`src/rtl/ex_mem_store_stage.sv`:
```
// EX/MEM pipeline register with store-path logic: forwarding mux, size/alignment check,
// byte-lane shifting of store data and byte-enable generation, plus a committed-store counter.
module ex_mem_store_stage #(
  parameter int unsigned REG_WIDTH = 64,
  parameter int unsigned REG_COUNT = 32
) (
  input  logic                           clk,
  input  logic                           rst,
  input  logic                           stall,
  input  logic                           flush,
  input  logic                           ID_EX_valid,
  input  logic                           ID_EX_reg_write,
  input  logic                           ID_EX_mem_read,
  input  logic                           ID_EX_mem_write,
  input  logic [2:0]                     ID_EX_funct3,
  input  logic [$clog2(REG_COUNT)-1:0]   ID_EX_rd_addr,
  input  logic [REG_WIDTH-1:0]           ID_EX_rs2_data,
  input  logic [REG_WIDTH-1:0]           alu_result,
  input  logic [1:0]                     fwd_flag,
  input  logic [REG_WIDTH-1:0]           MEM_WB_wb_data,
  output logic                           EX_MEM_valid,
  output logic                           EX_MEM_reg_write,
  output logic                           EX_MEM_mem_read,
  output logic                           EX_MEM_mem_write,
  output logic [$clog2(REG_COUNT)-1:0]   EX_MEM_rd_addr,
  output logic [REG_WIDTH-1:0]           EX_MEM_alu_result,
  output logic [REG_WIDTH-1:0]           EX_MEM_store_data,
  output logic [REG_WIDTH/8-1:0]         EX_MEM_byte_en,
  output logic                           EX_MEM_misaligned,
  output logic [31:0]                    store_count
);

  localparam int unsigned RA = $clog2(REG_COUNT);
  localparam int unsigned NB = REG_WIDTH / 8;
  localparam int unsigned OW = $clog2(NB);

  logic [REG_WIDTH-1:0] src_data;
  logic [OW-1:0]        off;
  logic [7:0]           be_base;
  logic [NB-1:0]        be_size;
  logic [REG_WIDTH-1:0] data_mask;
  logic                 illegal;
  logic                 misalign;
  logic                 is_store;
  logic                 bad_store;
  logic                 good_store;
  logic [NB-1:0]        be_next;
  logic [REG_WIDTH-1:0] sd_next;

  // Store source: forward from the EX/MEM register, the writeback bus, or the ID/EX read.
  always_comb begin
    src_data = ID_EX_rs2_data;
    unique case (fwd_flag)
      2'b01:   src_data = EX_MEM_alu_result;
      2'b10:   src_data = MEM_WB_wb_data;
      default: src_data = ID_EX_rs2_data;
    endcase
  end

  assign off = alu_result[OW-1:0];

  // Unshifted lane mask for the access size; 8-byte stores are illegal on a 32-bit datapath.
  always_comb begin
    be_base  = 8'h00;
    illegal  = ID_EX_funct3[2];
    misalign = 1'b0;
    unique case (ID_EX_funct3[1:0])
      2'b00: be_base = 8'h01;
      2'b01: begin
        be_base  = 8'h03;
        misalign = off[0];
      end
      2'b10: begin
        be_base  = 8'h0F;
        misalign = |off[1:0];
      end
      default: begin
        be_base  = 8'hFF;
        if (REG_WIDTH == 32) illegal = 1'b1;
        else                 misalign = |off;
      end
    endcase
  end

  assign be_size = NB'(be_base);

  always_comb begin
    data_mask = '0;
    for (int i = 0; i < NB; i++) begin
      data_mask[8*i +: 8] = {8{be_size[i]}};
    end
  end

  assign is_store   = ID_EX_valid & ID_EX_mem_write;
  assign bad_store  = is_store & (illegal | misalign);
  assign good_store = is_store & ~(illegal | misalign);

  always_comb begin
    be_next = '0;
    sd_next = '0;
    if (good_store) begin
      be_next = be_size << off;
      sd_next = (src_data & data_mask) << {off, 3'b000};
    end
  end

  // Pipeline register: reset beats flush beats stall.
  always_ff @(posedge clk) begin
    if (rst) begin
      EX_MEM_valid      <= 1'b0;
      EX_MEM_reg_write  <= 1'b0;
      EX_MEM_mem_read   <= 1'b0;
      EX_MEM_mem_write  <= 1'b0;
      EX_MEM_rd_addr    <= '0;
      EX_MEM_alu_result <= '0;
      EX_MEM_store_data <= '0;
      EX_MEM_byte_en    <= '0;
      EX_MEM_misaligned <= 1'b0;
      store_count       <= '0;
    end else if (flush) begin
      EX_MEM_valid      <= 1'b0;
      EX_MEM_reg_write  <= 1'b0;
      EX_MEM_mem_read   <= 1'b0;
      EX_MEM_mem_write  <= 1'b0;
      EX_MEM_rd_addr    <= '0;
      EX_MEM_alu_result <= '0;
      EX_MEM_store_data <= '0;
      EX_MEM_byte_en    <= '0;
      EX_MEM_misaligned <= 1'b0;
    end else if (!stall) begin
      EX_MEM_valid      <= ID_EX_valid;
      EX_MEM_reg_write  <= ID_EX_valid & ID_EX_reg_write;
      EX_MEM_mem_read   <= ID_EX_valid & ID_EX_mem_read;
      EX_MEM_mem_write  <= good_store;
      EX_MEM_rd_addr    <= RA'(ID_EX_rd_addr);
      EX_MEM_alu_result <= alu_result;
      EX_MEM_store_data <= sd_next;
      EX_MEM_byte_en    <= be_next;
      EX_MEM_misaligned <= bad_store;
      if (good_store) store_count <= store_count + 32'd1;
    end
  end

endmodule

```
`config.mk`:
```
export PLATFORM = sky130hd
export DESIGN_NAME = ex_mem_store_stage
export DESIGN_NICKNAME = d
export VERILOG_FILES = /design/src/rtl/ex_mem_store_stage.sv
export SDC_FILE = /design/constraint.sdc
export NUM_CORES = 1
export LEC_CHECK = 0
export CAP_MARGIN = 20
export CORE_MARGIN = 8
export CORE_UTILIZATION = 43
export CTS_CLUSTER_DIAMETER = 60
export DETAILED_ROUTE_END_ITERATION = 6
export HOLD_SLACK_MARGIN = 0.03
export PLACE_DENSITY = 0.84
export RECOVER_POWER = 50
export SLEW_MARGIN = 20
export SYNTH_ARGS = -nofsm -noshare
export SYNTH_HDL_FRONTEND = slang
export SYNTH_SLANG_ARGS = --single-unit
```
`constraint.sdc`:
```
create_clock -name clk -period 3.2 [get_ports clk]
set_input_delay 0.64 -clock clk [delete_from_list [all_inputs] [get_ports clk]]
set_output_delay 0.64 -clock clk [all_outputs]
set_load 0.1 [all_outputs]
```
# Word level (Yosys, flattened, before mapping)
# Index checks and enable logic that the tools add are counted.
[totals] inputBits=210 ff_bits=178 out_inout_bits=178
[op_classes] eq_ne=4 n_mux=5 n_reduce_logical=5 n_bitwise=10 n_addsub=1 n_shift=2
[op_table] cell="64-bit one-hot mux with 2 select lines" count=1
[op_table] cell="64-bit bitwise AND" count=1
[op_table] cell="64-bit two-way mux" count=1
[op_table] cell="64-bit by 6-bit left shift with 64-bit output" count=1
[op_table] cell="32-bit by 1-bit adder with 32-bit output, second input constant" count=1
[op_table] cell="8-bit one-hot mux with 3 select lines" count=1
[op_table] cell="8-bit two-way mux" count=1
[op_table] cell="8-bit by 3-bit left shift with 8-bit output" count=1
[op_table] cell="1-bit bitwise AND" count=5
[op_table] cell="2-bit by 1-bit equality test with 1-bit output, second input constant" count=2
[op_table] cell="2-bit equality test, second input constant" count=2
[op_table] cell="2-bit OR reduction" count=2
[op_table] cell="1-bit inverter" count=3
[op_table] cell="1-bit one-hot mux with 3 select lines" count=1
[op_table] cell="3-bit AND reduction" count=1
[op_table] cell="3-bit OR reduction" count=1
[op_table] cell="2-bit logical NOT" count=1
[op_table] cell="1-bit OR" count=1

# Longest topological paths before layout
# Gate-level depths: netlist (run 1).
[logic_depth] ltp_word=6 depth_mapped=11 ltp_nobuf=8

# Worst setup path after synthesis (run 1)
# OpenSTA, ideal clock, no wires.
[synth_path] path_kind="input-to-reg" from="in fwd_flag[0]" to="reg EX_MEM_store_data[53]" slack_ns=0.540 n_path_buf=4 required_time_ns=3.140 arrival_ns=2.600 path_stages=11 cell_sequence="inv_1 -> ha_1 -> clkbuf_1 -> clkbuf_1 -> clkbuf_1 -> buf_1 -> a221oi_1 -> nor3_1 -> o21ai_0 -> a221oi_1 -> a21o_1"
[synth_between] elab_chain_len=5 word_cells_on_any_way=6 classes_between="eq/ne: 2; shift: 1; mux: 2; bitwise: 1"
[synth_lines] item="start, declared" line="19" source="input logic [1:0] fwd_flag,"
[synth_lines] item="2-bit equality test or 2-bit by 1-bit equality test with 1-bit output (tied branches)" line="53" source="unique case (fwd_flag)"
[synth_lines] item="64-bit one-hot mux with 2 select lines *" line="53"
[synth_lines] item="64-bit bitwise AND *" line="103" source="sd_next = (src_data & data_mask) << {off, 3'b000};"
[synth_lines] item="64-bit by 6-bit left shift with 64-bit output *" line="103"
[synth_lines] item="64-bit two-way mux *" line="101" source="if (good_store) begin"
[synth_lines] item="end signal, assigned" line="137" source="EX_MEM_store_data <= sd_next;"
[synth_lines] item="end, declared" line="27" source="output logic [REG_WIDTH-1:0] EX_MEM_store_data,"
# Mark *: on every way between the ends. The rest lies on a longest branch, timed or not.
# A chain may end at the register's enable or synchronous reset.

# Worst setup path after layout (run 1)
[layout_path] from="in rst" to="reg EX_MEM_store_data[26]"
[layout_between] elab_chain_len=1
[layout_lines] item="start, declared" line="8" source="input logic rst,"
[layout_lines] item="2-bit OR reduction (no line)"
# Every way passes these cells.

==> impl_results.md, run 1 <==
* Arrival @ worst endpoint at roughly 3200 ps
* Clock power frac at 36.7%
* Finished Cell Area at around 0.014 mm²
* Synth warnings at 0
* Yosys top cell area share at ~39%
* Total core area at 0.0211 mm²
* GRT Total Usage at 33.5%
* RePlAce Congestion at 1.02
* Sequential-to-total area share from yosys stat at between 30 and 40%
* CTS tree: yes
* Endpoints failing setup at 0
* Slew headroom at -3.17%
* # IOs at ~390
* Critical Path Max Stage Delay at 1110 ps
* Crit path required time at 3520 ps
* Post-synth top area cell: dfxtp_1
* P_int at 3.90 mW
* Clock slew at reported path FFs at 70 ps
* Hold Vio Cnt, Final at 0
* First-pass GRT wire length at 67,400 µm
* Die footprint at between 0.02 and 0.03 mm²
* Clk sink count at 178
* Antenna Nets Post-Route at 0
* Die width at ~160 µm
* Average wire per standard cell at 25.4 µm
* Drt first-iter violations at about 1,300
* Largest net degree at the start of global routing at 83
* Die height at 163 µm
* Clock buffer depth at 2
* Initial antenna violation count at 5
* Layout net count at ~1,700
* R2R cell count at 6
* Flop pwr share at 38.6%
* Area delta synth->final at 45.9%
* Post-Route WL at 46,300 µm
* Worst-Skew Late Latency at 440 ps
* Worst Hold End: EX_MEM_store_data[30]
* Switching Fraction at 33.9%
* Setup slack, reg-to-reg at between 1000 and 1500 ps
* Grt ovf at 0
* Mapped Cells at between 1,000 and 1,500
* Drt via density at 5.97
* P per Cell Area at 437 mW/mm²
* Post_cts resized at 0
* Post-CTS Setup Inserts at 0
* Total design power at 5.90 mW
* Minimum clock period at 2890 ps
* Top FF cell, synth: dfxtp_1
* Synth cell types at 63
* CTS buffer count at 17
* #FFs+latches synth at 178
* Post-Syn Nets at roughly 1,300
* Slowest-stage cell, CP: clkbuf_1
* Placed cell areas at 0.0135 mm²
* RR Startpoint: EX_MEM_alu_result[11]
* Post-synth EDFFs at 0
* Drt pass-1 iters at 6
* Crit Path Category: in2reg
* Starting Density at 43.9%
* Async S/R FF share, synth at 0%
* Fin Hold WS at 461 ps
* Layout cells sized above 1 at between 10% and 20%
* Cell chain of the critical path: clkdlybuf4s50_1, buf_4, or2_4, clkbuf_1, nor2_1, buf_4, a22o_1
* Non-Filler Instances at about 1,800
* Area of the mapped netlist at 0.00925 mm²
* Placed instance count at ~1,800
* Hold-fix buffers at CTS at 0
* Startpoint Class: input pin
* Comb pwr share at between 20 and 25%
* Delay-heaviest family, CP: buffers and inverters
* FP Rows at 53
* Hold Path Class: reg2reg
* Cell repeated most along the worst path: buf_4
* Port Buffers at 387
* Post-route DRC at 0
* Post-Route Setup TNS at 0 ps
* CP bufs+invs at 4
* Period utilization at 90.2%
* Slew @ Worst Pin at 1550 ps
* Final HPWL DP at 36,900 µm
* P_sw at around 2 mW
* H-Tree Depth at 4
* Slew Viols, Final at 33
* Clk root buf: clkbuf_16
* Max Cap Viol at 1
* Worst clock skew at 15.8 ps
* Number of global-route vias before repair at 10,614
* Leak at 5.06 nW
* HP Start: EX_MEM_store_data[30]
* Synth top area cells: dfxtp_1, mux2i_1, nor2_1
* Worst reg2reg endpoint: EX_MEM_store_data[59]
* Peak Freq at 346 MHz
* Vias at 10,858
* RSZ-0062 raised after global routing: false
* Status: finished with violations
* Worst Setup End Kind: flop
* CP max FO at 32
* Failing checks: max-capacitance violations, max-slew violations
* Hold Path Depth at 2
* Syn Area/Cell at 8.24 µm²
* Worst IR Drop VDD at slightly above 0.0004 V
kinds of logic after synthesis:
family,after synthesis,share of synthesized area [%]
buffers and inverters,114,4.73
DFF,178,38.5
xor gates and xnor gates,27,2.56
muxes,91,10.3
AOI/OAI and AO/OA,335,25.7
adders and majority gates,3,0.406
and+or+nand+nor,374,17.8
state kept, by name, indices dropped and copies added, names as in the netlist:
| name | count |
|---|---|
| EX_MEM_store_data | 64 |
| EX_MEM_reg_write | 1 |
| EX_MEM_alu_result | 64 |
| EX_MEM_mem_write | 1 |
| EX_MEM_byte_en | 8 |
| EX_MEM_rd_addr | 5 |
| store_count | 32 |
| EX_MEM_mem_read | 1 |
| EX_MEM_misaligned | 1 |
| EX_MEM_valid | 1 |
layout make-up:
| type | count | area [µm²] |
|---|---|---|
| fill | 1994 | 7590 |
| antenna | 5 | 12.5 |
| timing repair buffer | 478 | 3630 |
| clock inverter | 14 | 168 |
| multi-input combinational | 830 | 5270 |
| sequential | 178 | 3560 |
| clock buffer | 18 | 439 |
| inverter | 20 | 75.1 |
| tap | 275 | 344 |
worst register-to-register path, stage by stage (launching register included):
cell and delay [ps]:
dfxtp_1 360, a221oi_1 510, nor3_1 140, mux2i_1 340, mux2i_1 230, a22oi_1 240
o21ai_0 90
Yosys cell counts, types with 6 or more instances:
| cell | n |
|---|---|
| a221oi_1 | 28 |
| xnor2_1 | 22 |
| a21oi_1 | 50 |
| buf_1 | 24 |
| nand2_1 | 97 |
| a32o_1 | 6 |
| a22o_1 | 13 |
| o211ai_1 | 9 |
| nand2b_1 | 7 |
| a221o_1 | 29 |
| nor4_1 | 6 |
| nor2_1 | 170 |
| mux2i_1 | 84 |
| nor2b_1 | 14 |
| or3_1 | 8 |
| o21ai_0 | 86 |
| nand3_1 | 24 |
| a21o_1 | 6 |
| a211oi_1 | 10 |
| dfxtp_1 | 178 |
| inv_1 | 18 |
| a22oi_1 | 50 |
| buf_2 | 8 |
| nor3_1 | 24 |
| o22ai_1 | 7 |
| clkbuf_1 | 62 |
through the flow:
stage	worst slack, ps	util, %
global placement	-4.50	63.9
detailed placement	-35.8	63.9
CTS	427	66.8
finish	312	64.0
floorplan	540	-
global route	123	64.0
power by group through the flow:
stage	clock network (mW)	registers, mW	logic (mW)
after CTS	2.18	2.28	1.44
after global routing	2.26	2.28	1.51
final	2.17	2.28	1.45
after detailed placement	0	2.33	1.44
after floorplan	0	2.54	0.534
after global placement	0	2.33	1.43
layout by cell type, fill, tap and decap left out, drive strengths merged, types with 5 or more instances in the layout:
cell type      count
clkdlybuf4s50    207
dfxtp            178
clkbuf           178
nor2             170
buf              111
nand2             97
o21ai             86
mux2i             84
a21oi             50
a22oi             50
a221o             29
a221oi            28
nor3              25
inv               25
nand3             24
xnor2             22
nor2b             14
a22o              13
a211oi            10
o211ai             9
or3                8
nor4               8
nand2b             7
o22ai              7
clkinv             7
a21o               6
a32o               6
diode              5
and2               5
o31ai              5
and4               5
xor2               5
layer usage:
metal	up-vias	wire length, µm	track usage [%]
met4	0	1330	11.9
met2	679	21700	54.8
li1	4925	-	-
met3	78	5120	10.1
met5	-	0	0
met1	5176	18100	41.2
how the worst max path moves through the flow:
stage | startpoint | to | depth (start not counted)
5_1_grt | rst | EX_MEM_store_data[28] | 7
3_5_place_dp | fwd_flag[1] | EX_MEM_store_data[25] | 9
6_report | rst | EX_MEM_store_data[26] | 7
2_1_floorplan | fwd_flag[0] | EX_MEM_store_data[53] | 11
4_1_cts | fwd_flag[1] | EX_MEM_store_data[25] | 9
3_3_place_gp | fwd_flag[1] | EX_MEM_store_data[25] | 9
(Power assumes the default switching activity.)
==> run 2, diff against run 1 <==
Settings changed: CORE_ASPECT_RATIO set to 0.5.
==> run 2 against run 1 <==
  * The run now ends clean
  * Critical endpoint is now EX_MEM_store_data[59]
  * Hold slack improved by 7.0 ps
  * Sequential cell count unchanged
  * Utilization increased by 1.1 points
  * Cell count increased by 2.3%
==> impl_results.md, run 2 (synthesis results as in run 1) <==
* Pre-CTS WS at -317 ps (was -35.8 ps)
* Total core area at 0.0214 mm² (was 0.0211 mm²)
* Die height at 120 µm (was 163 µm)
* Cell repeated most along the worst path: buf_4 (unchanged)
* Metal2 WL at 21,600 µm (was 21,700 µm)
* HP Start: EX_MEM_store_data[52] (was EX_MEM_store_data[30])
* Non-Filler Instances at 1,860 (was 1,818)
* Largest regs: EX_MEM_alu_result: 64 flops, EX_MEM_store_data: 64 flops, store_count: 32 flops (unchanged)
* Crit Path Category: in2reg (unchanged)
* Status: completed (was finished with violations)
* FP Rows at 38 (was 53)
* Worst Hold End: EX_MEM_store_data[52] (was EX_MEM_store_data[30])
* GRT Total Usage at 34.1% (was 33.5%)
* Hold Path Class: reg2reg (unchanged)
* Hold Vio Cnt, Final at 0 (unchanged)
* Util after Layout at 65.1% (was 64.0%)
* Die footprint at 0.0267 mm² (was 0.0265 mm²)
* Drt first-iter violations at 1,303 (was 1,251)
* Setup ws final at 48.5 ps (was 312 ps)
* Clock buffer depth at 2 (unchanged)
* Worst IR Drop VDD at 0.000363 V (was 0.000411 V)
* Placed instance count at 1,823 (was 1,781)
* Drt pass-1 iters at 6 (unchanged)
* Post-Route WL at 47,300 µm (was 46,300 µm)
* Crit path required time at 3530 ps (was 3520 ps)
* Layout net count at 1,775 (was 1,738)
* Startpoint Class: input pin (unchanged)
* Initial antenna violation count at 7 (was 5)
* Starting Density at 43.2% (was 43.9%)
* RR Startpoint: EX_MEM_alu_result[10] (was EX_MEM_alu_result[11])
* Worst Setup End Kind: flop (unchanged)
* First-pass GRT wire length at 69,500 µm (was 67,400 µm)
* Vias at 11,055 (was 10,858)
* Worst reg2reg endpoint: EX_MEM_store_data[42] (was EX_MEM_store_data[59])
* Switching Fraction at 33.0% (was 33.9%)
* Antenna Nets Post-Route at 0 (unchanged)
* DR WL met3 at 5180 µm (was 5120 µm)
* Slowest-stage cell, CP: a221oi_1 (was clkbuf_1)
* Layout cells sized above 1 at 16.3% (was 10.7%)
* CP bufs+invs at 3 (was 4)
* Finished Cell Area at 0.0139 mm² (was 0.0135 mm²)
* Hold Path Depth at 1 (was 2)
* Top sig layer: met5 (was met4)
* CTS tree: yes (unchanged)
* CTS buffer count at 17 (unchanged)
* Clk root buf: clkbuf_16 (unchanged)
* Post-route DRC at 0 (unchanged)
* Worst clock skew at 12.0 ps (was 15.8 ps)
* Endpoints failing setup at 0 (unchanged)
* Critical Path Max Stage Delay at 590 ps (was 1110 ps)
* Post-Route Setup TNS at 0 ps (unchanged)
* Wire length on met1 at 19,500 µm (was 18,100 µm)
* Clk sink count at 178 (unchanged)
* # IOs at 388 (unchanged)
* Total design power at 5.97 mW (was 5.90 mW)
* RePlAce Congestion at 1.09 (was 1.02)
* R2R cell count at 6 (unchanged)
* Minimum clock period at 3150 ps (was 2890 ps)
* Slew headroom at 4.27% (was -3.17%)
* Delay-heaviest family, CP: compound AO/OA/AOI/OAI gates (was buffers and inverters)
* H-Tree Depth at 4 (unchanged)
* Max Cap Viol at 0 (was 1)
* Average wire per standard cell at 25.5 µm (was 25.4 µm)
* Area delta synth->final at 50.6% (was 45.9%)
* Most frequent cells in the layout: clkdlybuf4s50_1, buf_4, dfxtp_1 (was clkdlybuf4s50_1, dfxtp_1, nor2_1)
* Peak Freq at 317 MHz (was 346 MHz)
* Worst-Skew Late Latency at 450 ps (was 440 ps)
* Placed cell areas at 0.0137 mm² (was 0.0135 mm²)
* Fin Hold WS at 468 ps (was 461 ps)
* Final HPWL DP at 37,600 µm (was 36,900 µm)
* Post-CTS Setup Inserts at 0 (unchanged)
* Slew Viols, Final at 0 (was 33)
* P_sw at 1.97 mW (was 2.00 mW)
* P_int at 4.00 mW (was 3.90 mW)
* Most common cell after layout, fill and taps aside: clkdlybuf4s50_1 (unchanged)
* Setup slack, reg-to-reg at 830 ps (was 1170 ps)
* Number of global-route vias before repair at 10,860 (was 10,614)
* CP max FO at 13 (was 32)
* Port Buffers at 387 (unchanged)
* Drt via density at 5.94 (was 5.97)
* Flop pwr share at 38.1% (was 38.6%)
* Clock slew at reported path FFs at 70 ps (about the same)
* Period utilization at 98.5% (was 90.2%)
* Arrival @ worst endpoint at 3480 ps (was 3210 ps)
* P per Cell Area at 429 mW/mm² (was 437 mW/mm²)
* Comb pwr share at 26.2% (was 24.7%)
* Die width at 223 µm (was 163 µm)
* RSZ-0062 raised after global routing: false (unchanged)
* Clock power frac at 35.7% (was 36.7%)
* Grt ovf at 0 (unchanged)
* Slew @ Worst Pin at 1440 ps (was 1550 ps)
* Cell chain of the critical path: clkdlybuf4s50_1, buf_4, ha_2, buf_4, a221oi_1, nor3_1, mux2i_2, mux2i_1, a22oi_1, o21ai_0 (was clkdlybuf4s50_1, buf_4, or2_4, clkbuf_1, nor2_1, buf_4, a22o_1)
* Leak at 5.46 nW (was 5.06 nW)
* Largest net degree at the start of global routing at 122 (was 83)
## run 2: power by group through the flow
stage / clock network, mW / logic (mW) / registers (mW)
floorplan: 0 / 0.534 / 2.54
global placement: 0 / 1.52 / 2.33
detailed placement: 0 / 1.52 / 2.33
CTS: 2.15 / 1.53 / 2.28
global route: 2.24 / 1.62 / 2.28
finish: 2.13 / 1.56 / 2.28
## run 2: worst max-delay path by stage
stage | startpoint | end | cells after the start
after detailed placement | fwd_flag[1] | EX_MEM_store_data[59] | 10
after global routing | fwd_flag[0] | EX_MEM_store_data[45] | 10
after floorplan | fwd_flag[0] | EX_MEM_store_data[53] | 11
after global placement | fwd_flag[1] | EX_MEM_store_data[59] | 10
after CTS | fwd_flag[1] | EX_MEM_store_data[59] | 10
final | fwd_flag[0] | EX_MEM_store_data[59] | 10
## run 2: cell type report
cell class	count	area, µm²
Inverter	20	75.1
Clock inverter	14	146
Multi-Input combinational cell	830	5270
Sequential cell	178	3560
Fill cell	1905	7460
Clock buffer	18	439
Antenna cell	5	12.5
Tap cell	280	350
Timing Repair Buffer	515	4080
## run 2: worst reg2reg max path, stage by stage (launching register included)
cell       delay, ps
dfxtp_1          390
a221oi_1         130
nor3_1           860
mux2i_1          240
a2bb2oi_1        210
o221a_2          250
a211oi_1         190
## run 2: routing by layer
metal | track usage (%) | up-vias
met1 | 43.2 | 5363
met3 | 12.2 | 83
met5 | 0 | -
met4 | 10.6 | 4
li1 | - | 5001
met2 | 54.0 | 604
## run 2: what timing repair did
action,4_1_cts,5_1_grt
endpoints found under the hold margin,0,0
hold buffers,0,0
setup endpoints to repair,0,1
resized for setup,0,1
==> run 3, diff against run 2 <==
Settings changed: SKIP_LAST_GASP set to 1.
==> results of run 3 <==
No change in the layout: final DEF, timing and power equal those of run 2.
==> RTL edit (config.mk and constraints of run 2) <==
`REG_WIDTH`: 64 -> 32.
--- a/src/rtl/ex_mem_store_stage.sv
+++ b/src/rtl/ex_mem_store_stage.sv
@@ -2,5 +2,5 @@
 // byte-lane shifting of store data and byte-enable generation, plus a committed-store counter.
 module ex_mem_store_stage #(
-  parameter int unsigned REG_WIDTH = 64,
+  parameter int unsigned REG_WIDTH = 32,
   parameter int unsigned REG_COUNT = 32
 ) (
Interface: changed (6 resized); port bits go from 388 to 224. The function was not compared with the original's and may differ.
==> RTL edit against run 2 <==
- the run now ends with max-capacitance violations, max-slew violations left
- sequential cell count shrank 68
- power shrank 49%
- register-to-register slack lost 0.08 ns
- utilization shrank 3.3 points
- routed wire length shrank 61%
- synthesized cell count shrank 44%
- design area shrank 47%
- clock skew shrank 0.0045 ns
- synthesized area shrank 43%
- count of clock-buffer cells in the layout shrank 8
- hold slack gained 0.0093 ns
- worst setup slack gained 0.19 ns
- critical path type unchanged
==> RTL edit: results <==
group,metric,value,unit
worst_hold_path,holdPathStages,2,
power_and_ir_drop,power.leakage,2.60,nW
timing,slew_headroom,-34.0,%
clocking,clock_insertion_delay_worst_skew,0.35,ns
finish,num-nonclk-buffers,251,
timing,skew,0.00748,ns
place,place_inst,1001,
worst_setup_path,reg2reg_from,"store_count[3]",
drt,wl_met1,7790,um
drt,routedWlPerCell,18.4,um
grt,grtUsageMet3,5.70,%
drt,met3_length,1220,um
finish,drive_above_1_share,6.23,%
worst_setup_path,critPathSlowestCell,"clkdlybuf4s50_1",
timing,drv_slew,74,
worst_setup_path,cp.arrival,3.23,ns
logic_synthesis,netlist_top_cells_area,"dfxtp_1 (42%), mux2i_1 (7.2%), a22oi_1 (6.4%)",
outcome,violations,"max-capacitance violations, max-slew violations",
place,gp_congestion,0.840,
logic_synthesis,synth_fp_nets,751,
finish,largest_registers,"EX_MEM_alu_result x32, EX_MEM_store_data x32, store_count x32",
finish,fin_nets,969,
finish,antennaDiodeCount,0,
drt,drtIter0Drc,380,
logic_synthesis,synthTopCellsByCount,"dfxtp_1 (110), nor2_1 (82), nand2_1 (49), a21oi_1 (45), a22oi_1 (45)",
worst_setup_path,crit_fanout,10,
flow_run,cap_viol_max_count,1,
drt,dr_wl_met2,9200,um
logic_synthesis,ys_types,42,
finish,multi_input_gates,454,
grt,grt_max_degree,74,
finish,multi_input_area_share,38.1,%
finish,buf_share,24.2,%
place,port_buffers,223,
outcome,status,"finished, violations left",
clocking,cts_max_level,3,
finish,clock_area_share,3.84,%
worst_hold_path,whs_endpoint,"EX_MEM_store_data[29]",
RTL edit: cell families after synthesis:
| logic type | synth area share, % |
|---|---|
| simple gates | 20.0 |
| compound gates | 21.9 |
| flops | 42.0 |
| buf+inv | 4.82 |
| mux | 7.25 |
| xor+xnor | 2.17 |
| fa+ha+maj | 1.91 |
RTL edit: power groups by stage:
stage	Sequential, mW	Combinational (mW)	Clock [mW]
final	1.40	0.587	1.08
after global placement	1.43	0.588	0
after global routing	1.40	0.625	1.16
after CTS	1.40	0.597	1.09
after floorplan	1.56	0.210	0
after detailed placement	1.43	0.596	0
RTL edit: worst max path at each step:
| stage | slack [ns] | to | depth (start not counted) | startpoint |
|---|---|---|---|---|
| final | 0.24 | store_count[30] | 10 | ID_EX_funct3[0] |
| after CTS | 0.24 | store_count[17] | 9 | ID_EX_funct3[1] |
| after global placement | -0.02 | store_count[19] | 9 | ID_EX_funct3[0] |
| after detailed placement | -0.12 | store_count[27] | 8 | ID_EX_funct3[0] |
| after global routing | 0.06 | EX_MEM_store_data[26] | 6 | stall |
| after floorplan | 0.26 | store_count[25] | 6 | store_count[4] |
RTL edit: metrics by stage:
| stage | worst slack [ns] | power (mW) | hold WS (ns) |
|---|---|---|---|
| 6_report | 0.238 | 3.07 | 0.477 |
| 5_1_grt | 0.0625 | 3.19 | 0.501 |
| 4_1_cts | 0.241 | 3.09 | 0.480 |
| 3_5_place_dp | -0.122 | 2.03 | 0.468 |
| 3_3_place_gp | -0.0221 | 2.02 | 0.455 |
| 2_1_floorplan | 0.257 | 1.77 | 0.784 |
RTL edit: worst reg2reg max path: cells and delay by family (launching register included):
family          cells  cell delay [ns]
compound gates      1             0.15
flops               1             0.47
simple gates        4             1.78
